===== config.mk =====
export PLATFORM = sky130hd
export DESIGN_NAME = action_sequencer_flat
export DESIGN_NICKNAME = d
export VERILOG_FILES = /design/src/rtl/action_sequencer_if.sv /design/src/rtl/action_sequencer.sv /design/src/flat_wrapper.sv
export SDC_FILE = /design/constraint.sdc
export NUM_CORES = 1
export LEC_CHECK = 0
export ABC_AREA = 1
export CELL_PAD_IN_SITES_DETAIL_PLACEMENT = 0
export CELL_PAD_IN_SITES_GLOBAL_PLACEMENT = 1
export CORE_AREA = 2 2 90 92
export DETAILED_ROUTE_END_ITERATION = 10
export DIE_AREA = 0 0 92 94
export MAX_ROUTING_LAYER = met4
export PLACE_DENSITY_LB_ADDON = 0.05
export SLEW_MARGIN = 5
export SYNTH_ARGS = -nofsm -noshare
export SYNTH_HDL_FRONTEND = slang
export SYNTH_SLANG_ARGS = --single-unit

===== constraint.sdc =====
create_clock -name clk -period 3.5 [get_ports clk]
set_input_delay 0.35 -clock clk [delete_from_list [all_inputs] [get_ports clk]]
set_output_delay 0.35 -clock clk [all_outputs]
set_load 0.02 [all_outputs]

===== src/rtl/action_sequencer_if.sv =====
// Command port of the action sequencer: {target, func} commands under a valid/ready handshake.
// The master side issues commands and the slave side (the sequencer) accepts them.
interface action_sequencer_if #(
    parameter int TGT_W = 8
);
    logic             cmd_valid;
    logic             cmd_ready;
    logic [TGT_W-1:0] cmd_target;
    logic [1:0]       cmd_func;

    modport master (
        output cmd_valid,
        output cmd_target,
        output cmd_func,
        input  cmd_ready
    );

    modport slave (
        input  cmd_valid,
        input  cmd_target,
        input  cmd_func,
        output cmd_ready
    );
endinterface


===== src/rtl/action_sequencer.sv =====
// Queued action sequencer: buffers {target, func} commands and runs each one as move -> act -> gap.
// ACTION_TIMEOUT_EN enables a MOVE_TIMEOUT abort of the move phase; without it MOVE waits forever.
module action_sequencer #(
    parameter int TGT_W        = 8,
    parameter int DEPTH        = 4,
    parameter int HOLD_CYCLES  = 2,
    parameter int MOVE_TIMEOUT = 255
) (
    input  logic                     clk,
    input  logic                     rst_n,
    action_sequencer_if.slave        cmd,
    input  logic                     move_ready,
    input  logic                     flush,
    output logic [TGT_W-1:0]         target_machine,
    output logic [4:0]               control_data,
    output logic                     busy,
    output logic                     done,
    output logic                     timeout,
    output logic [$clog2(DEPTH):0]   fifo_count
);

    localparam int PTR_W  = $clog2(DEPTH);
    localparam int CNT_W  = PTR_W + 1;
    localparam int HCNT_W = $clog2(HOLD_CYCLES + 1);
    localparam int ENT_W  = TGT_W + 2;

    localparam logic [CNT_W-1:0]  FULL_CNT  = CNT_W'(DEPTH);
    localparam logic [HCNT_W-1:0] HOLD_LAST = HCNT_W'(HOLD_CYCLES);

    localparam logic [1:0] FUNC_GET      = 2'd0;
    localparam logic [1:0] FUNC_PUT      = 2'd1;
    localparam logic [1:0] FUNC_INTERACT = 2'd2;
    localparam logic [1:0] FUNC_THROW    = 2'd3;

    localparam logic [4:0] CTRL_MOVE     = 5'b10000;
    localparam logic [4:0] CTRL_THROW    = 5'b01000;
    localparam logic [4:0] CTRL_INTERACT = 5'b00100;
    localparam logic [4:0] CTRL_PUT      = 5'b00010;
    localparam logic [4:0] CTRL_GET      = 5'b00001;

    if (DEPTH < 2 || (DEPTH & (DEPTH - 1)) != 0) begin : g_bad_depth
        $error("action_sequencer: DEPTH must be a power of 2 and at least 2");
    end
    if (HOLD_CYCLES < 1) begin : g_bad_hold
        $error("action_sequencer: HOLD_CYCLES must be at least 1");
    end
    if (MOVE_TIMEOUT < 1) begin : g_bad_timeout
        $error("action_sequencer: MOVE_TIMEOUT must be at least 1");
    end

    typedef enum logic [1:0] {
        IDLE,
        MOVE,
        ACT,
        GAP
    } state_t;

    function automatic logic [4:0] func_to_ctrl(input logic [1:0] func);
        logic [4:0] ctrl;
        case (func)
            FUNC_GET:      ctrl = CTRL_GET;
            FUNC_PUT:      ctrl = CTRL_PUT;
            FUNC_INTERACT: ctrl = CTRL_INTERACT;
            default:       ctrl = CTRL_THROW;
        endcase
        return ctrl;
    endfunction

    logic [ENT_W-1:0]  mem [DEPTH];
    logic [PTR_W-1:0]  wr_ptr;
    logic [PTR_W-1:0]  rd_ptr;
    logic [ENT_W-1:0]  head;
    logic [TGT_W-1:0]  head_tgt;
    logic [1:0]        head_func;
    logic              push;
    logic              pop;

    state_t            state_q;
    state_t            state_d;
    logic [4:0]        ctrl_d;
    logic [TGT_W-1:0]  tgt_d;
    logic [1:0]        func_q;
    logic [1:0]        func_d;
    logic [HCNT_W-1:0] hold_q;
    logic [HCNT_W-1:0] hold_d;
    logic              tmo_d;

    assign cmd.cmd_ready = (fifo_count != FULL_CNT);
    assign push          = cmd.cmd_valid && cmd.cmd_ready && !flush;
    assign head          = mem[rd_ptr];
    assign head_tgt      = head[TGT_W-1:0];
    assign head_func     = head[ENT_W-1:TGT_W];

    assign busy = (state_q != IDLE);
    assign done = (state_q == GAP);

    always_ff @(posedge clk or negedge rst_n) begin
        if (!rst_n) begin
            wr_ptr     <= '0;
            rd_ptr     <= '0;
            fifo_count <= '0;
        end else if (flush) begin
            wr_ptr     <= '0;
            rd_ptr     <= '0;
            fifo_count <= '0;
        end else begin
            if (push) begin
                wr_ptr <= wr_ptr + PTR_W'(1);
            end
            if (pop) begin
                rd_ptr <= rd_ptr + PTR_W'(1);
            end
            if (push && !pop) begin
                fifo_count <= fifo_count + CNT_W'(1);
            end else if (pop && !push) begin
                fifo_count <= fifo_count - CNT_W'(1);
            end
        end
    end

    // Queue storage carries no reset; only the pointers and count decide what is valid.
    always_ff @(posedge clk) begin
        if (push) begin
            mem[wr_ptr] <= {cmd.cmd_func, cmd.cmd_target};
        end
    end

`ifdef ACTION_TIMEOUT_EN
    localparam int MCNT_W = $clog2(MOVE_TIMEOUT + 1);
    localparam logic [MCNT_W-1:0] MOVE_LAST = MCNT_W'(MOVE_TIMEOUT);

    logic [MCNT_W-1:0] move_cnt_q;
    logic              timeout_q;

    // Holds the number of cycles spent in MOVE including the current one.
    always_ff @(posedge clk or negedge rst_n) begin
        if (!rst_n) begin
            move_cnt_q <= MCNT_W'(1);
        end else if (state_q != MOVE) begin
            move_cnt_q <= MCNT_W'(1);
        end else begin
            move_cnt_q <= move_cnt_q + MCNT_W'(1);
        end
    end

    always_ff @(posedge clk or negedge rst_n) begin
        if (!rst_n) begin
            timeout_q <= 1'b0;
        end else begin
            timeout_q <= tmo_d;
        end
    end

    assign timeout = timeout_q;
`else
    assign timeout = 1'b0;
`endif

    always_ff @(posedge clk or negedge rst_n) begin
        if (!rst_n) begin
            state_q        <= IDLE;
            control_data   <= '0;
            target_machine <= '0;
            func_q         <= FUNC_GET;
            hold_q         <= '0;
        end else begin
            state_q        <= state_d;
            control_data   <= ctrl_d;
            target_machine <= tgt_d;
            func_q         <= func_d;
            hold_q         <= hold_d;
        end
    end

    always_comb begin
        state_d = state_q;
        ctrl_d  = control_data;
        tgt_d   = target_machine;
        func_d  = func_q;
        hold_d  = hold_q;
        pop     = 1'b0;
        tmo_d   = 1'b0;

        if (flush) begin
            state_d = IDLE;
            ctrl_d  = '0;
            tgt_d   = '0;
            hold_d  = '0;
        end else begin
            case (state_q)
                IDLE: begin
                    if (fifo_count != '0) begin
                        pop    = 1'b1;
                        tgt_d  = head_tgt;
                        func_d = head_func;
                        hold_d = HCNT_W'(1);
                        // A throw needs no approach move, it acts from where the arm is.
                        if (head_func == FUNC_THROW) begin
                            state_d = ACT;
                            ctrl_d  = CTRL_THROW;
                        end else begin
                            state_d = MOVE;
                            ctrl_d  = CTRL_MOVE;
                        end
                    end
                end
                MOVE: begin
                    if (move_ready) begin
                        state_d = ACT;
                        ctrl_d  = func_to_ctrl(func_q);
                        hold_d  = HCNT_W'(1);
                    end
`ifdef ACTION_TIMEOUT_EN
                    else if (move_cnt_q == MOVE_LAST) begin
                        state_d = IDLE;
                        ctrl_d  = '0;
                        tmo_d   = 1'b1;
                    end
`endif
                end
                ACT: begin
                    if (hold_q == HOLD_LAST) begin
                        state_d = GAP;
                        ctrl_d  = '0;
                    end else begin
                        hold_d = hold_q + HCNT_W'(1);
                    end
                end
                GAP: begin
                    state_d = IDLE;
                end
                default: begin
                    state_d = IDLE;
                    ctrl_d  = '0;
                end
            endcase
        end
    end

endmodule


===== src/flat_wrapper.sv =====
// flat-port wrapper written by rule: the top's interface ports become plain ports
module action_sequencer_flat 
#(
    parameter int TGT_W        = 8,
    parameter int DEPTH        = 4,
    parameter int HOLD_CYCLES  = 2,
    parameter int MOVE_TIMEOUT = 255
)
  (clk, rst_n, move_ready, flush, target_machine, control_data, busy, done, timeout, fifo_count, cmd_cmd_valid, cmd_cmd_target, cmd_cmd_func, cmd_cmd_ready);
  action_sequencer_if #(.TGT_W(TGT_W)) cmd_i ();
  input  logic clk;
  input  logic rst_n;
  input  logic move_ready;
  input  logic flush;
  output logic [TGT_W-1:0] target_machine;
  output logic [4:0] control_data;
  output logic busy;
  output logic done;
  output logic timeout;
  output logic [$clog2(DEPTH):0] fifo_count;
  input wire logic [$bits(cmd_i.cmd_valid)-1:0] cmd_cmd_valid;
  input wire logic [$bits(cmd_i.cmd_target)-1:0] cmd_cmd_target;
  input wire logic [$bits(cmd_i.cmd_func)-1:0] cmd_cmd_func;
  output wire logic [$bits(cmd_i.cmd_ready)-1:0] cmd_cmd_ready;
  assign cmd_i.cmd_valid = cmd_cmd_valid;
  assign cmd_i.cmd_target = cmd_cmd_target;
  assign cmd_i.cmd_func = cmd_cmd_func;
  assign cmd_cmd_ready = cmd_i.cmd_ready;
  action_sequencer #(.TGT_W(TGT_W), .DEPTH(DEPTH), .HOLD_CYCLES(HOLD_CYCLES), .MOVE_TIMEOUT(MOVE_TIMEOUT)) u_core (.clk(clk), .rst_n(rst_n), .cmd(cmd_i), .move_ready(move_ready), .flush(flush), .target_machine(target_machine), .control_data(control_data), .busy(busy), .done(done), .timeout(timeout), .fifo_count(fifo_count));
endmodule

# Word-level counts from Yosys, hierarchy flattened
# Memory sizes are Yosys's and may differ from the RTL's.
# Index checks and enable logic that the tools add are counted.
[classes] div=0 addsub=5 order_cmp=0 n_mul=0 shifts=0 n_eq_ne=12 n_bitwise=1 muxes=33 reduce_logical=22
[op_table] cell="2-to-1 mux 2 bit" count=13
[op_table] cell="2-to-1 mux 5 bit" count=5
[op_table] cell="2-to-1 mux 8 bit" count=3
[op_table] cell="case mux 5 bit (3 select lines)" count=1
[op_table] cell="case mux 4 bit (3 select lines)" count=1
[op_table] cell="== test 2 bit (second input constant)" count=5
[op_table] cell="nonzero test 2 bit" count=5
[op_table] cell="2-to-1 mux 3 bit" count=3
[op_table] cell="inequality test 3 bit (second input constant)" count=3
[op_table] cell="case mux 2 bit (4 select lines)" count=1
[op_table] cell="AND reduction 4 bit" count=2
[op_table] cell="adder 2 x 1 -> 2 bit (second input constant)" count=3
[op_table] cell="inequality test 3 x 2 -> 1 bit (second input constant)" count=2
[op_table] cell="case mux 2 bit (3 select lines)" count=1
[op_table] cell="AND reduction 3 bit" count=2
[op_table] cell="nonzero test 3 bit" count=2
[op_table] cell="2-to-1 mux 1 bit" count=5
[op_table] cell="== test 2 x 1 -> 1 bit (second input constant)" count=2
[op_table] cell="logical AND 1 bit" count=4
[op_table] cell="logical NOT 2 bit" count=2
[op_table] cell="nonzero test 4 bit" count=1
[op_table] cell="adder 3 x 1 -> 3 bit (second input constant)" count=1
[op_table] cell="logical NOT 1 bit" count=3
[op_table] cell="subtractor 3 x 1 -> 3 bit (second input constant)" count=1
[op_table] cell="2 further kinds" count=2
[word_totals] n_memories=1 mem_bits_ro=0 mem_bits_rw=40 inputBits=15 regBits=26 latchBits=0
[memory_table] name="u_core.mem" words=4 width=10 read_ports=1 rd_clocked_by_memory_dff=0 wr=1 line_no="action_sequencer.sv:69" text="logic [ENT_W-1:0] mem [DEPTH];"

# Logic depth before layout (Yosys ltp)
# Gate-level depths: netlist of run 1.
[logic_depth] depth_word=8 depth_mapped=14 ltp_nobuf=14

# Least setup slack after synthesis of run 1
# No wires, ideal clock.
[synth_timing] path_type="register to register" start="register u_core.state_q[0]" end="register u_core.fifo_count[2]" required_time_ns=3.383 setup_slack_ns=1.462 stages_incl_launch_ff=15 t_arrival_ns=1.921 cell_sequence="dfrtp_1 > inv_1 > ha_1 > inv_1 > nor2_1 > nand2_2 > nand3_1 > inv_1 > fa_1 > xnor2_1 > inv_1 > nand2_1 > nand2_1 > nand2_1 > nand2_1"
[synth_between] elab_chain_len=7 word_cells_on_any_way=9 cone_classes="4 x mux; 5 x reduce/logical"
[synth_rtl] element="start: declaration" line_no="action_sequencer.sv:78" text="state_t state_q;"
[synth_rtl] element="start signal: assignment" line_no="action_sequencer.sv:167" text="state_q <= state_d;"
[synth_rtl] element="logical NOT 2 bit (*)" line_no="action_sequencer.sv:190" text="case (state_q)"
[synth_rtl] element="2-to-1 mux 1 bit (*)" line_no="action_sequencer.sv:190"
[synth_rtl] element="2-to-1 mux 1 bit (*)" line_no="action_sequencer.sv:184" text="if (flush) begin"
[synth_rtl] element="logical NOT 1 bit" line_no="action_sequencer.sv:113" text="if (push && !pop) begin"
[synth_rtl] element="logical AND 1 bit" line_no="action_sequencer.sv:113"
[synth_rtl] element="2-to-1 mux 3 bit" line_no="action_sequencer.sv:113"
[synth_rtl] element="2-to-1 mux 3 bit" line_no="action_sequencer.sv:102" text="end else if (flush) begin"
[synth_rtl] element="end signal: assignment" line_no="action_sequencer.sv:114" text="fifo_count <= fifo_count + CNT_W'(1);"
[synth_rtl] element="end signal: assignment" line_no="action_sequencer.sv:116" text="fifo_count <= fifo_count - CNT_W'(1);"
[synth_rtl] element="end: declaration" line_no="action_sequencer.sv:19" text="output logic [$clog2(DEPTH):0] fifo_count"
# Mark *: on every way between the ends. The rest lies on a longest branch, timed or not.
# A chain may end at the register's enable or synchronous reset.

# Worst setup path after layout of run 1
# Same ends and word-level chain as after synthesis.

==> impl_metrics.prom, run 1 <==
# TYPE chip_impl_metric gauge
chip_impl_metric{name="cts_clock_pin_slew_for_the_worst_setup_and_hold_paths",unit="ps"} 80
chip_impl_metric{name="remaining_drc_errors",unit=""} 0
chip_impl_metric{name="setup-tns-final",unit="ps"} 0
chip_impl_metric{name="placedCellCount",unit=""} 429
chip_impl_metric{name="reg2reg_depth",unit=""} 14
chip_impl_metric{name="buffer_count_from_post_cts_setup_fixing",unit=""} 0
chip_impl_metric{name="final_layout_size_suffix_gt1_frac",unit=""} 0.09621
chip_impl_metric{name="dr.pass1.iters",unit=""} 4
chip_impl_metric{name="syn-num-nets",unit=""} 324
chip_impl_info{name="critical_path.startpoint_type",value="flop"} 1
chip_impl_info{name="cp-end-kind",value="flop"} 1
chip_impl_metric{name="cp.buffers_inverters",unit=""} 4
chip_impl_metric{name="dpl_cell_area",unit="mm2"} 0.003432
chip_impl_metric{name="initial_core_util",unit=""} 0.3949
chip_impl_info{name="most-common-layout-cells",value="sky130_fd_sc_hd__nand2_1, sky130_fd_sc_hd__edfxtp_1, sky130_fd_sc_hd__clkdlybuf4s50_1"} 1
chip_impl_metric{name="yosys_warnings",unit=""} 0
chip_impl_metric{name="final_net_count",unit=""} 364
chip_impl_metric{name="detailroute.via_count",unit=""} 2055
chip_impl_metric{name="worstPathArrival",unit="ps"} 2510
chip_impl_metric{name="htreeDepth",unit=""} 3
chip_impl_metric{name="cellLeakagePower",unit="nW"} 1.568
chip_impl_metric{name="netlist-cell-type-count",unit=""} 27
chip_impl_metric{name="timing.max_slew.rel_slack",unit=""} 0.4844
chip_impl_metric{name="grt.total_usage",unit=""} 0.1626
chip_impl_metric{name="dpl.hpwl",unit="um"} 4115
chip_impl_metric{name="ant_nets",unit=""} 0
chip_impl_metric{name="number_of_drc_markers_in_iteration_0",unit=""} 97
chip_impl_metric{name="die_area",unit="mm2"} 0.008648
chip_impl_metric{name="ctsResizeCount",unit=""} 0
chip_impl_metric{name="timing.fmax",unit="MHz"} 440.4
chip_impl_metric{name="overflow",unit=""} 0
chip_impl_metric{name="flop_and_latch_count_out_of_synthesis",unit=""} 66
chip_impl_metric{name="grt_pass1_vias",unit=""} 1962
chip_impl_info{name="reg2reg_from",value="u_core.state_q[0]"} 1
chip_impl_info{name="worst_reg2reg_endpoint",value="u_core.fifo_count[2]"} 1
chip_impl_metric{name="hold_buffers",unit=""} 0
chip_impl_info{name="cts_tree",value="done"} 1
chip_impl_metric{name="timing.final.crit_share",unit=""} 0.6487
chip_impl_metric{name="final-instance-count-excl-fill",unit=""} 445
chip_impl_metric{name="p_switching",unit="W"} 0.001033
chip_impl_info{name="synth.area.top_cells",value="sky130_fd_sc_hd__edfxtp_1, sky130_fd_sc_hd__dfrtp_1, sky130_fd_sc_hd__nand2_1"} 1
chip_impl_metric{name="timing.reg2reg.setup_slack",unit="ps"} 1230
chip_impl_metric{name="layout-area-overhead-vs-synth",unit="%"} 20.49
chip_impl_metric{name="layout_min_cycle_time",unit="ps"} 2270
chip_impl_metric{name="setup_viol",unit=""} 0
chip_impl_metric{name="timing.max_cap.violations",unit=""} 0
chip_impl_metric{name="clkPwrFrac",unit=""} 0.233
chip_impl_metric{name="insertedDiodeCount",unit=""} 0
chip_impl_info{name="setup_repair_after_global_routing_missed_its_margin",value="no"} 1
chip_impl_metric{name="switching_share",unit=""} 0.3829
chip_impl_metric{name="cts.path.max_buffers",unit=""} 2
chip_impl_metric{name="routed_via_density",unit=""} 4.618
chip_impl_metric{name="numPortBuffers",unit=""} 33
chip_impl_info{name="timing_worst_setup_path_type",value="reg -> reg"} 1
chip_impl_metric{name="synth_top_area_frac",unit=""} 0.3998
chip_impl_metric{name="report.final.slew_viol_count",unit=""} 0
chip_impl_metric{name="cts-buffers-inserted",unit=""} 9
chip_impl_metric{name="critical_path_depth",unit=""} 14
chip_impl_metric{name="floorplan.io_pins",unit=""} 35
chip_impl_metric{name="chipWidth",unit="um"} 92
chip_impl_metric{name="worstPathMaxFanout",unit=""} 13
chip_impl_metric{name="power_per_cell_area",unit="mW/mm2"} 745.7
chip_impl_metric{name="placeableCoreArea",unit="mm2"} 0.007607
chip_impl_metric{name="standard_cell_rows",unit=""} 32
chip_impl_info{name="synth_top_cell_by_area",value="sky130_fd_sc_hd__edfxtp_1"} 1
chip_impl_metric{name="die_y",unit="um"} 94
chip_impl_metric{name="cp.required",unit="ps"} 3740
chip_impl_info{name="hold_removal_path_class",value="in -> async"} 1
chip_impl_metric{name="sequential_group_share_of_total_power",unit=""} 0.408
chip_impl_metric{name="syn_area_per_cell",unit="um2"} 10.08
chip_impl_metric{name="portion_of_the_post_synthesis_area_used_by_sequential_elements",unit=""} 0.6164
chip_impl_info{name="run_status",value="finished clean"} 1
chip_impl_metric{name="grt_max_degree",unit=""} 27
chip_impl_info{name="cts.root.buffer_cell",value="sky130_fd_sc_hd__clkbuf_8"} 1
chip_impl_metric{name="synth_area",unit="mm2"} 0.003004
chip_impl_metric{name="clock_latency",unit="ps"} 340
chip_impl_metric{name="setup_ws",unit="ps"} 1230
chip_impl_metric{name="gp_congestion",unit=""} 0.7665
chip_impl_metric{name="hold_ws",unit="ps"} 394.4
chip_impl_metric{name="wire_per_inst",unit="um"} 13.81
chip_impl_metric{name="comb_power_share",unit=""} 0.360
chip_impl_info{name="worst_path_max_delay_cell",value="sky130_fd_sc_hd__dfrtp_1"} 1
chip_impl_metric{name="synth_cells",unit=""} 298
chip_impl_metric{name="worst_tran_pin_value",unit="ps"} 773.4
chip_impl_info{name="mostFrequentLayoutCell",value="sky130_fd_sc_hd__nand2_1"} 1
chip_impl_metric{name="finalHoldViolCount",unit=""} 0
chip_impl_metric{name="routed_wirelength",unit="um"} 6146
chip_impl_metric{name="clock_sink_count",unit=""} 66
chip_impl_metric{name="internal-power",unit="W"} 0.001666
chip_impl_metric{name="max-vdd-ir-drop",unit="mV"} 0.2623
chip_impl_metric{name="antenna_found_initial",unit=""} 0
chip_impl_info{name="cpLargestDelayFamily",value="simple AND/OR/NAND/NOR gates"} 1
chip_impl_info{name="timing.critical_path.cells",value="inv_1 > ha_1 > inv_1 > nor2_1 > nand2_2 > nand3_1 > inv_1 > fa_1 > xnor2_1 > inv_1 > nand2_1 > nand2_1 > nand2_1 > nand2_1"} 1
chip_impl_metric{name="fin_worst_skew",unit="ps"} 6.206
chip_impl_metric{name="stdcell_area",unit="mm2"} 0.003620
chip_impl_metric{name="critPathMaxStageDelay",unit="ps"} 420
chip_impl_metric{name="grt_pass1_wl",unit="um"} 10160
chip_impl_metric{name="place_worst_setup_slack",unit="ps"} 988.4
kinds of logic (layout without fill, tap and decap cells):
| group | after synthesis | in the layout | share of synthesized area |
|---|---|---|---|
| xor+xnor | 1 | 1 | 0.002916 |
| simple gates | 134 | 134 | 0.1908 |
| buf+inv | 46 | 91 | 0.06872 |
| flops | 66 | 66 | 0.6164 |
| other cells | 1 | 1 | 0.001248 |
| compound gates | 39 | 39 | 0.07164 |
| fa+ha+maj | 11 | 11 | 0.04831 |
through the flow:
stage | total power (W) | util
6_report | 0.002699 | 0.4758
5_1_grt | 0.002922 | 0.4758
2_1_floorplan | 0.001770 | -
3_5_place_dp | 0.002107 | 0.4512
4_1_cts | 0.002746 | 0.4758
3_3_place_gp | 0.002109 | 0.4512
routing by layer:
layer | vias to the layer above | GRT usage | part of all wire
met4 | 0 | 0.04478 | 0.0050
met2 | 40 | 0.2659 | 0.49
met3 | 6 | 0.04414 | 0.037
met1 | 953 | 0.2013 | 0.47
met5 | - | - | 0
li1 | 1056 | - | -
how the worst max path moves through the flow:
stage                                  from              endpoint
after floorplan           u_core.state_q[0]  u_core.fifo_count[2]
after global placement                flush  u_core.fifo_count[2]
after detailed placement              flush  u_core.fifo_count[2]
after CTS                 u_core.state_q[0]  u_core.fifo_count[2]
after global routing      u_core.state_q[0]  u_core.fifo_count[2]
final                     u_core.state_q[0]  u_core.fifo_count[2]
flip-flops by register name, indices dropped and copies added (netlist names):
signal,cells
u_core.target_machine,8
u_core.fifo_count,3
u_core.func_q,2
u_core.mem,40
u_core.wr_ptr,2
u_core.control_data,5
u_core.rd_ptr,2
u_core.state_q,2
u_core.hold_q,2
synthesized netlist by cell type:
library cell,number
sky130_fd_sc_hd__nand2_1,93
sky130_fd_sc_hd__edfxtp_1,40
sky130_fd_sc_hd__inv_1,32
sky130_fd_sc_hd__dfrtp_1,26
sky130_fd_sc_hd__a21oi_1,20
sky130_fd_sc_hd__nand3_1,17
sky130_fd_sc_hd__ha_1,10
sky130_fd_sc_hd__o21ai_0,9
sky130_fd_sc_hd__nor2_1,8
sky130_fd_sc_hd__o31ai_1,8
sky130_fd_sc_hd__inv_2,5
sky130_fd_sc_hd__buf_2,3
sky130_fd_sc_hd__buf_6,3
sky130_fd_sc_hd__nand2_2,3
sky130_fd_sc_hd__nand4_1,3
sky130_fd_sc_hd__buf_4,2
sky130_fd_sc_hd__nor2_2,2
sky130_fd_sc_hd__nor2_4,2
sky130_fd_sc_hd__nor3_1,2
sky130_fd_sc_hd__o21ai_1,2
sky130_fd_sc_hd__or2_2,2
sky130_fd_sc_hd__clkbuf_1,1
sky130_fd_sc_hd__conb_1,1
sky130_fd_sc_hd__fa_1,1
sky130_fd_sc_hd__nand3b_1,1
sky130_fd_sc_hd__nor4_1,1
sky130_fd_sc_hd__xnor2_1,1
area by class of cell:
cell class                      count  area, um2
Timing Repair Buffer               38      367.9
Clock inverter                      5      56.30
Sequential cell                    66       1852
Multi-Input combinational cell    186      945.9
Fill cell                         730       3988
Clock buffer                       11      131.4
Tap cell                          102      127.6
Inverter                           37      138.9
power by group through the flow:
stage                     Combinational (W)  Clock [W]  Sequential (W)
after floorplan                    0.000633          0         0.00114
after global placement             0.000989          0         0.00112
after detailed placement           0.000987          0         0.00112
after CTS                          0.000990   0.000651         0.00111
after global routing                0.00110   0.000691         0.00113
final                              0.000970   0.000628         0.00110
Note: power is estimated with default switching activity, not from simulation.
==> run 2, diff against run 1 <==
- CORE_AREA: 2 2 90 92 -> 2 2 91 93
- DIE_AREA: 0 0 92 94 -> 0 0 93 95
- clock period: 3.5 -> 1.95 ns (I/O delays scaled with it)
==> run 2 against run 1 <==
Against the previous run: register-to-register slack got worse by 1100 ps; largest power group is now combinational logic; count of clock-buffer cells in the layout decreased by 2; clock skew up 4.1 ps; total power increased by 84%; utilization down 0.49 points; combinational power increased by 100%; critical path type unchanged; clock power grew 77%; global-route usage shrank 0.68 points.
==> impl_metrics.prom, run 2 (same netlist as run 1, synthesis figures left out) <==
# TYPE chip_impl_metric gauge
chip_impl_info{name="run_status",value="finished clean"} 1
chip_impl_info{name="timing_worst_setup_path_type",value="reg -> reg"} 1
chip_impl_metric{name="routed_wirelength",unit="um"} 6097
chip_impl_info{name="mostFrequentLayoutCell",value="sky130_fd_sc_hd__nand2_1"} 1
chip_impl_metric{name="wire_per_inst",unit="um"} 13.28
chip_impl_metric{name="place_worst_setup_slack",unit="ps"} -41.01
chip_impl_metric{name="die_y",unit="um"} 95
chip_impl_metric{name="cellLeakagePower",unit="nW"} 1.639
chip_impl_metric{name="setup_ws",unit="ps"} 112.1
chip_impl_info{name="hold_removal_path_class",value="in -> async"} 1
chip_impl_info{name="most-common-layout-cells",value="sky130_fd_sc_hd__nand2_1, sky130_fd_sc_hd__edfxtp_1, sky130_fd_sc_hd__clkdlybuf4s50_1"} 1
chip_impl_metric{name="standard_cell_rows",unit=""} 33
chip_impl_metric{name="numPortBuffers",unit=""} 33
chip_impl_metric{name="timing.final.crit_share",unit=""} 0.9425
chip_impl_metric{name="p_switching",unit="W"} 0.001874
chip_impl_info{name="cts.root.buffer_cell",value="sky130_fd_sc_hd__clkbuf_8"} 1
chip_impl_metric{name="layout-area-overhead-vs-synth",unit="%"} 24.28
chip_impl_info{name="critical_path.startpoint_type",value="flop"} 1
chip_impl_metric{name="comb_power_share",unit=""} 0.398
chip_impl_metric{name="clock_sink_count",unit=""} 66
chip_impl_metric{name="met2_usage",unit=""} 0.2458
chip_impl_metric{name="ctsResizeCount",unit=""} 0
chip_impl_metric{name="ant_nets",unit=""} 0
chip_impl_metric{name="placeableCoreArea",unit="mm2"} 0.007928
chip_impl_metric{name="worstPathArrival",unit="ps"} 2070
chip_impl_metric{name="report.final.slew_viol_count",unit=""} 0
chip_impl_info{name="top_register",value="u_core.mem"} 1
chip_impl_metric{name="totalPowerFinal",unit="W"} 0.004965
chip_impl_metric{name="largest_register_ff_count",unit=""} 40
chip_impl_metric{name="grt_pass1_wl",unit="um"} 9832
chip_impl_metric{name="power_per_cell_area",unit="mW/mm2"} 1330
chip_impl_metric{name="dpl.hpwl",unit="um"} 4040
chip_impl_metric{name="clkPwrFrac",unit=""} 0.224
chip_impl_metric{name="stdcell_area",unit="mm2"} 0.003734
chip_impl_metric{name="global_route.usage.met1",unit=""} 0.1953
chip_impl_metric{name="number_of_drc_markers_in_iteration_0",unit=""} 71
chip_impl_metric{name="internal-power",unit="W"} 0.003092
chip_impl_metric{name="remaining_drc_errors",unit=""} 0
chip_impl_metric{name="final_layout_size_suffix_gt1_frac",unit=""} 0.1469
chip_impl_info{name="globalRoute.busiestLayer",value="met2"} 1
chip_impl_metric{name="gp_congestion",unit=""} 0.7773
chip_impl_metric{name="grt_pass1_vias",unit=""} 1967
chip_impl_metric{name="initial_core_util",unit=""} 0.3789
chip_impl_metric{name="max-vdd-ir-drop",unit="mV"} 0.6487
chip_impl_metric{name="worstPathMaxFanout",unit=""} 3
chip_impl_metric{name="timing.fmax",unit="MHz"} 544.1
chip_impl_metric{name="chipWidth",unit="um"} 93
chip_impl_metric{name="setup_viol",unit=""} 0
chip_impl_metric{name="setup-tns-final",unit="ps"} 0
chip_impl_metric{name="cts.path.max_buffers",unit=""} 2
chip_impl_metric{name="buffer_count_from_post_cts_setup_fixing",unit=""} 0
chip_impl_metric{name="finalHoldViolCount",unit=""} 0
chip_impl_metric{name="cp.required",unit="ps"} 2180
chip_impl_info{name="cts_tree",value="done"} 1
chip_impl_metric{name="sequential_group_share_of_total_power",unit=""} 0.378
chip_impl_metric{name="hold_buffers",unit=""} 0
chip_impl_metric{name="dpl_cell_area",unit="mm2"} 0.003521
chip_impl_metric{name="routed_via_density",unit=""} 4.538
chip_impl_metric{name="insertedDiodeCount",unit=""} 0
chip_impl_info{name="reg_top3",value="u_core.mem (40), u_core.target_machine (8), u_core.control_data (5)"} 1
chip_impl_metric{name="fin_worst_skew",unit="ps"} 10.32
chip_impl_metric{name="cts_clock_pin_slew_for_the_worst_setup_and_hold_paths",unit="ps"} 80
chip_impl_metric{name="layout.core_utilization",unit=""} 0.4710
chip_impl_metric{name="die_area",unit="mm2"} 0.008835
chip_impl_metric{name="timing.max_cap.violations",unit=""} 0
chip_impl_metric{name="final_net_count",unit=""} 375
chip_impl_metric{name="antenna_found_initial",unit=""} 0
chip_impl_metric{name="grt.met3_usage",unit=""} 0.04389
chip_impl_metric{name="switching_share",unit=""} 0.3774
chip_impl_metric{name="overflow",unit=""} 0
chip_impl_metric{name="clock_latency",unit="ps"} 330
chip_impl_metric{name="cts-buffers-inserted",unit=""} 9
chip_impl_metric{name="detailroute.via_count",unit=""} 2083
chip_impl_metric{name="dr.pass1.iters",unit=""} 4
chip_impl_metric{name="grt_max_degree",unit=""} 27
chip_impl_metric{name="htreeDepth",unit=""} 3
chip_impl_info{name="setup_repair_after_global_routing_missed_its_margin",value="yes"} 1
chip_impl_info{name="cp-end-kind",value="flop"} 1
chip_impl_metric{name="floorplan.io_pins",unit=""} 35
chip_impl_metric{name="grt.total_usage",unit=""} 0.1558
chip_impl_metric{name="layout_min_cycle_time",unit="ps"} 1838
## run 2: changes by cell type in the layout (fill, tap and decap cells not counted), moves of 2 or more
cell                       delta
sky130_fd_sc_hd__buf_4       +11
sky130_fd_sc_hd__inv_1        -3
sky130_fd_sc_hd__clkbuf_1     -2
sky130_fd_sc_hd__inv_2        +3
## run 2: power groups by stage
| stage | sequential [W] | combinational (W) | clock [W] |
|---|---|---|---|
| 2_1_floorplan | 0.00204 | 0.00115 | 0 |
| 3_3_place_gp | 0.00191 | 0.00197 | 0 |
| 3_5_place_dp | 0.00190 | 0.00198 | 0 |
| 4_1_cts | 0.00188 | 0.00199 | 0.00115 |
| 5_1_grt | 0.00191 | 0.00224 | 0.00122 |
| 6_report | 0.00188 | 0.00197 | 0.00111 |
## run 2: final cells by class
class,instances,area (um2)
multi-input cells,186,965.9
inverters,37,138.9
clock inverters,7,68.82
fillers,789,4194
well taps,105,131.4
flip-flops and latches,66,1852
clock buffers,9,123.9
repair buffers,49,452.9
## run 2: path summary, 6_finish.rpt
| path | start | end | slack, ps | cells past startpoint |
|---|---|---|---|---|
| worst min register to register | u_core.control_data[2] | u_core.control_data[2] | 470 | 2 |
| min in group clk | u_core.control_data[2] | u_core.control_data[2] | 470 | 2 |
| worst max-delay path | u_core.state_q[0] | u_core.fifo_count[2] | 110 | 14 |
| max in group asynchronous | rst_n | u_core.target_machine[0] | 1420 | 2 |
| worst min-delay path | rst_n | u_core.func_q[1] | 240 | 2 |
| worst max register to register | u_core.state_q[0] | u_core.fifo_count[2] | 110 | 14 |
## run 2: critical path, stage by stage (launching register included)
cell and delay (ps):
sky130_fd_sc_hd__dfrtp_1 390, sky130_fd_sc_hd__inv_2 70, sky130_fd_sc_hd__ha_2 170, sky130_fd_sc_hd__inv_2 50
sky130_fd_sc_hd__nor2_4 80, sky130_fd_sc_hd__nand2_2 60, sky130_fd_sc_hd__nand3_1 90, sky130_fd_sc_hd__inv_1 60
sky130_fd_sc_hd__fa_2 350, sky130_fd_sc_hd__xnor2_2 160, sky130_fd_sc_hd__inv_1 50, sky130_fd_sc_hd__nand2_1 60
sky130_fd_sc_hd__nand2_1 50, sky130_fd_sc_hd__nand2_1 50, sky130_fd_sc_hd__nand2_1 40
## run 2: metal layers
metal / vias to the layer above / part of all wire / routed length [um]
met2: 35 / 0.48 / 2932
met1: 965 / 0.48 / 2912
met4: 0 / 0.0097 / 59
met5: - / 0 / 0
met3: 6 / 0.032 / 193
li1: 1077 / - / -
## run 2: stage by stage
| stage | std cells | hold WS (ps) |
|---|---|---|
| after floorplan | 298 | -100.6 |
| after global placement | 443 | 454.4 |
| after detailed placement | 443 | 458.7 |
| after CTS | 459 | 243.4 |
| after global routing | 459 | 253.4 |
| final | 459 | 236.0 |
==> patch 1, RTL diff (flow settings as in run 2) <==
`TGT_W` is set to 8 in 3 places; all go to 12.
--- a/src/rtl/action_sequencer_if.sv
+++ b/src/rtl/action_sequencer_if.sv
@@ -1,7 +1,7 @@
 // Command port of the action sequencer: {target, func} commands under a valid/ready handshake.
 // The master side issues commands and the slave side (the sequencer) accepts them.
 interface action_sequencer_if #(
-    parameter int TGT_W = 8
+    parameter int TGT_W = 12
 );
     logic             cmd_valid;
     logic             cmd_ready;
--- a/src/rtl/action_sequencer.sv
+++ b/src/rtl/action_sequencer.sv
@@ -1,7 +1,7 @@
 // Queued action sequencer: buffers {target, func} commands and runs each one as move -> act -> gap.
 // ACTION_TIMEOUT_EN enables a MOVE_TIMEOUT abort of the move phase; without it MOVE waits forever.
 module action_sequencer #(
-    parameter int TGT_W        = 8,
+    parameter int TGT_W        = 12,
     parameter int DEPTH        = 4,
     parameter int HOLD_CYCLES  = 2,
     parameter int MOVE_TIMEOUT = 255
--- a/src/flat_wrapper.sv
+++ b/src/flat_wrapper.sv
@@ -1,7 +1,7 @@
 // flat-port wrapper written by rule: the top's interface ports become plain ports
 module action_sequencer_flat 
 #(
-    parameter int TGT_W        = 8,
+    parameter int TGT_W        = 12,
     parameter int DEPTH        = 4,
     parameter int HOLD_CYCLES  = 2,
     parameter int MOVE_TIMEOUT = 255
Interface: changed (resized cmd_cmd_target and target_machine); port bits go from 35 to 43. No check against the original RTL was run, so the function may have changed too.
==> patch 1 against run 2 <==
Cell area rose by 24%. Critical path depth did not move. Routed wire length rose by 22%. Area after synthesis rose by 24%. Sequential cell count rose by 20. Sequential share of layout area rose by 3.1 points. Power rose by 15%. Maximum frequency fell by 0.75%. Synthesized cell count rose by 12%. Largest cell class unchanged. Setup slack got worse by 0.014 ns.
==> patch 1: results (changes against run 2) <==
- DRT Wirelength: 7450 um (+22%)
- N_diodes: 0 (unchanged)
- Syn_nets: 365 (+13%)
- Status: finished, final reports clean
- Setup Skew: 0.00902 ns (-0.00131 ns)
- Total Nets Final: 433 (+15%)
- Synth Area in Adders: 3.90% (-0.93 points)
- DP Worst Slack: 0.0246 ns (+0.0656 ns)
- Worst Reg2Reg Path Length in Cells: 14 (unchanged)
- CTS clk-pin slew, worst paths: 0.10 ns (+0.02 ns)
- Startpoint types: flip-flop
- GP Congestion: 0.795 (+2.3%)
- Complex-gate fraction of the synthesized area: 9.89% (+2.7 points)
- Synth area leaders: edfxtp_1, dfrtp_1, nand2_1
- Worst VDD drop: 0.000520 V (-20%)
- Drt initial violations: 127 (+79%)
- CP peak stage delay: 0.39 ns (about the same)
- Largest net degree at the start of global routing: 31 (+15%)
- I/O Buffers: 41 (+24%)
- Synth unique cells: 29 (+7.4%)
- Number of global-route vias before repair: 2437 (+24%)
- Global Route Usage Sum: 19.0% (+3.5 points)
- Clock tree root buffer cell: clkbuf_8
- Register area share after synthesis: 65.4% (+3.7 points)
- Leak: 1.90 nW (+16%)
- Fillers: 721 (-8.6%)
- Post-synth ARST share: 34.9% (-4.5 points)
- Max clock buf depth: 2 (unchanged)
- Avg Vias per Cell: 4.96 (+9.2%)
- Post-detail-place hpwl: 5370 um (+33%)
- First-pass GRT wire length: 12200 um (+24%)
- Cts bufs inserted: 9 (unchanged)
- Worst Path Max Fanout: 2 (-1)
- Antenna violations before repair: 0 (unchanged)
- Skew-Pair Late Insertion Delay: 0.35 ns (+0.02 ns)
- Xor/xnor share of the synthesized area: 0.235% (-0.056 points)
- Yosys warnings: 0 (unchanged)
- Synth top cells by count: nand2_1, edfxtp_1, o21ai_0
- Worst r2r src: u_core.state_q[0]
- Largest registers: u_core.mem (56), u_core.target_machine (12), u_core.control_data (5)
- CP Data Arrival Time: 2.11 ns (+0.04 ns)
- Post-synth EDFFs: 56 (+40%)
- Share of cells above drive strength 1: 15.7% (+1.0 points)
## patch 1: cell types whose count changed in the layout (fill, tap and decap cells not counted), moves of 4 or more
cell and delta:
o21ai_0 +35, nor2_1 +26, nand2_1 -25, a21oi_1 -19, edfxtp_1 +16, o22a_1 +12, buf_4 +11, clkdlybuf4s50_1 +8
o31ai_1 -8, inv_1 -6, dfrtp_1 +4, nand3_1 -4, o21ai_1 +4
## patch 1: routing by layer
metal / GRT usage, % / vias to the layer above / share of wire [%] / wire (um)
met4: 7.35 / 0 / 1.4 / 102
li1: - / 1280 / - / -
met1: 24.1 / 1202 / 46 / 3420
met2: 31.0 / 51 / 49 / 3660
met3: 3.19 / 9 / 3.6 / 267
met5: - / - / 0 / 0
## patch 1: area by class of cell
| class | count | area [um2] | area share, % |
|---|---|---|---|
| Timing Repair Buffer | 68 | 616 | 13.3 |
| Tap cell | 105 | 131 | 2.84 |
| Clock inverter | 7 | 73.8 | 1.60 |
| Multi-Input combinational cell | 210 | 1140 | 24.6 |
| Sequential cell | 86 | 2430 | 52.7 |
| Inverter | 28 | 105 | 2.28 |
| Clock buffer | 9 | 124 | 2.68 |
## patch 1: power by group
part	internal [mW]	switching [mW]	leakage, nW
clock	0.507	0.718	0.101
combinational	0.882	1.27	0.890
sequential	2.19	0.152	0.906
total	3.58	2.14	1.90
## patch 1: cell families (layout without fill, tap and decap cells)
group,after synthesis,count (layout)
compound gates,64,64
buf+inv,39,112
other cells,1,1
fa+ha+maj,11,11
xor+xnor,1,1
flops,86,86
simple gates,133,133
## patch 1: repair_timing
item | 4_1_cts | 5_1_grt
buffers inserted | 0 | 0
hold buffers | 0 | 0
endpoints found under the setup margin | 0 | 2
gates resized for setup | 0 | 6
## patch 1: metrics by stage
step / cell area [um2] / std cells / power (mW) / TNS [ns] / hold WS (ns)
2_1_floorplan: 3730 / 335 / 3.71 / -12.39 / -0.101
3_3_place_gp: 4400 / 497 / 4.51 / 0 / 0.463
3_5_place_dp: 4400 / 497 / 4.52 / 0 / 0.469
4_1_cts: 4600 / 513 / 5.75 / 0 / 0.233
5_1_grt: 4620 / 513 / 6.15 / -0.0752 / 0.252
6_report: 4620 / 513 / 5.72 / 0 / 0.224
## patch 1: critical path, delay by kind of cell, from the launching register on
kind	cells	cell delay, ns
adders and majority gates	2	0.53
buffers and inverters	4	0.22
and+or+nand+nor	7	0.42
DFF	1	0.39
xor gates and xnor gates	1	0.19
## patch 1: worst max path at each step
stage | end | slack [ns] | cells after the start
final | u_core.fifo_count[2] | 0.1 | 14
after detailed placement | u_core.fifo_count[2] | 0.02 | 12
after CTS | u_core.fifo_count[2] | 0.02 | 14
after global routing | u_core.fifo_count[2] | -0.08 | 14
after global placement | u_core.fifo_count[2] | 0.01 | 12
after floorplan | u_core.mem[0][0] | -0.22 | 6
==> patch 2, RTL diff (flow settings as in run 2) <==
Without the edit above. Encoding of `state_t`: now Gray code (2 bits for 4 states).
--- a/src/rtl/action_sequencer.sv
+++ b/src/rtl/action_sequencer.sv
@@ -49,10 +49,10 @@
     end
 
     typedef enum logic [1:0] {
-        IDLE,
-        MOVE,
-        ACT,
-        GAP
+        IDLE = 2'b00,
+        MOVE = 2'b01,
+        ACT  = 2'b11,
+        GAP  = 2'b10
     } state_t;
 
     function automatic logic [4:0] func_to_ctrl(input logic [1:0] func);
Check against the original RTL: same outputs for any inputs over 10 cycles, from zero or initial values and one cycle with rst_n low; not proved beyond that.
==> patch 2 against run 2 <==
Cell area up 0.34%. First-iteration DRC count down 1.4%. Largest cell class unchanged. Hold slack better by 0.0088 ns. Sequential cell count unchanged. Setup slack better by 0.0068 ns. Routed wire length up 0.25%. Power up 6.0%. Highest routed layer unchanged. Area after synthesis down 2.5%.
==> patch 2: results (changes against run 2) <==
- Avg Inst Size Synth: 10.1 um2 (-0.20%)
- CP Data Arrival Time: 1.64 ns (-0.43 ns)
- Avg Vias per Cell: 4.54 (about the same)
- Critical Path End: done
- Fin cells: 456 (-0.65%)
- Number of H-tree levels: 3 (unchanged)
- Register area share after synthesis: 63.2% (+1.6 points)
- Skew-Pair Late Insertion Delay: 0.34 ns
- Post-detail-place hpwl: 4150 um (+2.7%)
- CP max stage cell: clkdlybuf4s50_1
- Complex-gate fraction of the synthesized area: 3.63% (-3.5 points)
- Min Hold Slack: 0.245 ns (+0.00880 ns)
- Antenna violations before repair: 0 (unchanged)
- Post-CTS setup buffer count: 0 (unchanged)
- Xor/xnor share of the synthesized area: 0.299% (+0.0076 points)
- Placed cells: 439 (-0.90%)
- Number of global-route vias before repair: 2061 (+4.8%)
- Synth unique cells: 34 (+26%)
- Worst Reg2Reg Path Length in Cells: 12 (-2)
- Leak: 1.63 nW (-0.33%)
- CP top delay family: buffers and inverters
- Yosys warnings: 0 (unchanged)
- DRT Wirelength: 6110 um (+0.25%)
- Worst VDD drop: 0.000587 V (-9.5%)
- Post-synthesis mux area share: 0% (unchanged)
- Synth Area in Adders: 2.82% (-2.0 points)
- Synth top cells by count: nand2_1, edfxtp_1, nand3_1
- Setup Skew: 0.0112 ns (+0.000842 ns)
- GP Congestion: 0.781 (+0.48%)
- Post-DP Area: 3480 um2 (-1.2%)
- P_clk: 1.41 mW (+27%)
- Worst Setup SP: u_core.state_q[0]
- Syn_nets: 312 (-3.7%)
- Sw Ratio: 35.7% (-2.0 points)
- Fillers: 787 (-0.25%)
- Power Density: 1400 nW/um2 (+5.6%)
- Share of cells above drive strength 1: 16.2% (+1.6 points)
- Post-route setup slack: 0.119 ns (+0.00679 ns)
- Max clock buf depth: 2 (unchanged)
- CP peak stage delay: 0.62 ns (+0.23 ns)
- Total Nets Final: 367 (-2.1%)
- Global Route Usage Sum: 16.2% (+0.65 points)
- Largest net degree at the start of global routing: 27 (unchanged)
- First-pass GRT wire length: 10300 um (+5.1%)
- Synth area leaders: edfxtp_1, dfrtp_1, nand2_1
- R2r setup slk: 0.24 ns (+0.13 ns)
- Worst Path Max Fanout: 6 (+3)
- Sequential power: 1.89 mW
- Worst r2r src: u_core.fifo_count[2]
- DP Worst Slack: 0.0599 ns (+0.101 ns)
- Cts bufs inserted: 9 (unchanged)
- CTS clk-pin slew, worst paths: 0.07 ns
- Drt initial violations: 70 (-1.4%)
- Status: finished, final reports clean
## patch 2: routing by layer
metal,global-route usage (%),part of all wire (%)
met1,19.2,46
met2,27.4,50
met3,2.95,2.6
met4,6.99,1.3
met5,-,0
## patch 2: final cells by class
cell class | instances | area share, %
timing repair buffer | 53 | 12.8
inverter | 25 | 2.51
clock inverter | 6 | 3.07
clock buffer | 10 | 3.41
multi-input combinational | 191 | 25.3
sequential | 66 | 49.4
tap | 105 | 3.51
## patch 2: cells by family (layout without fill, tap and decap cells)
group                      after synthesis  count (layout)
AOI/OAI and AO/OA                       17              17
xor gates and xnor gates                 1               1
adders and majority gates                6               6
and+or+nand+nor                        166             166
other                                    1               1
buffers and inverters                   34              94
DFF                                     66              66
## patch 2: metrics by stage
step           util [%]  setup TNS, ns
2_1_floorplan         -          -2.79
3_3_place_gp       43.9              0
3_5_place_dp       43.9              0
4_1_cts            46.9              0
5_1_grt            47.3              0
6_report           47.3              0
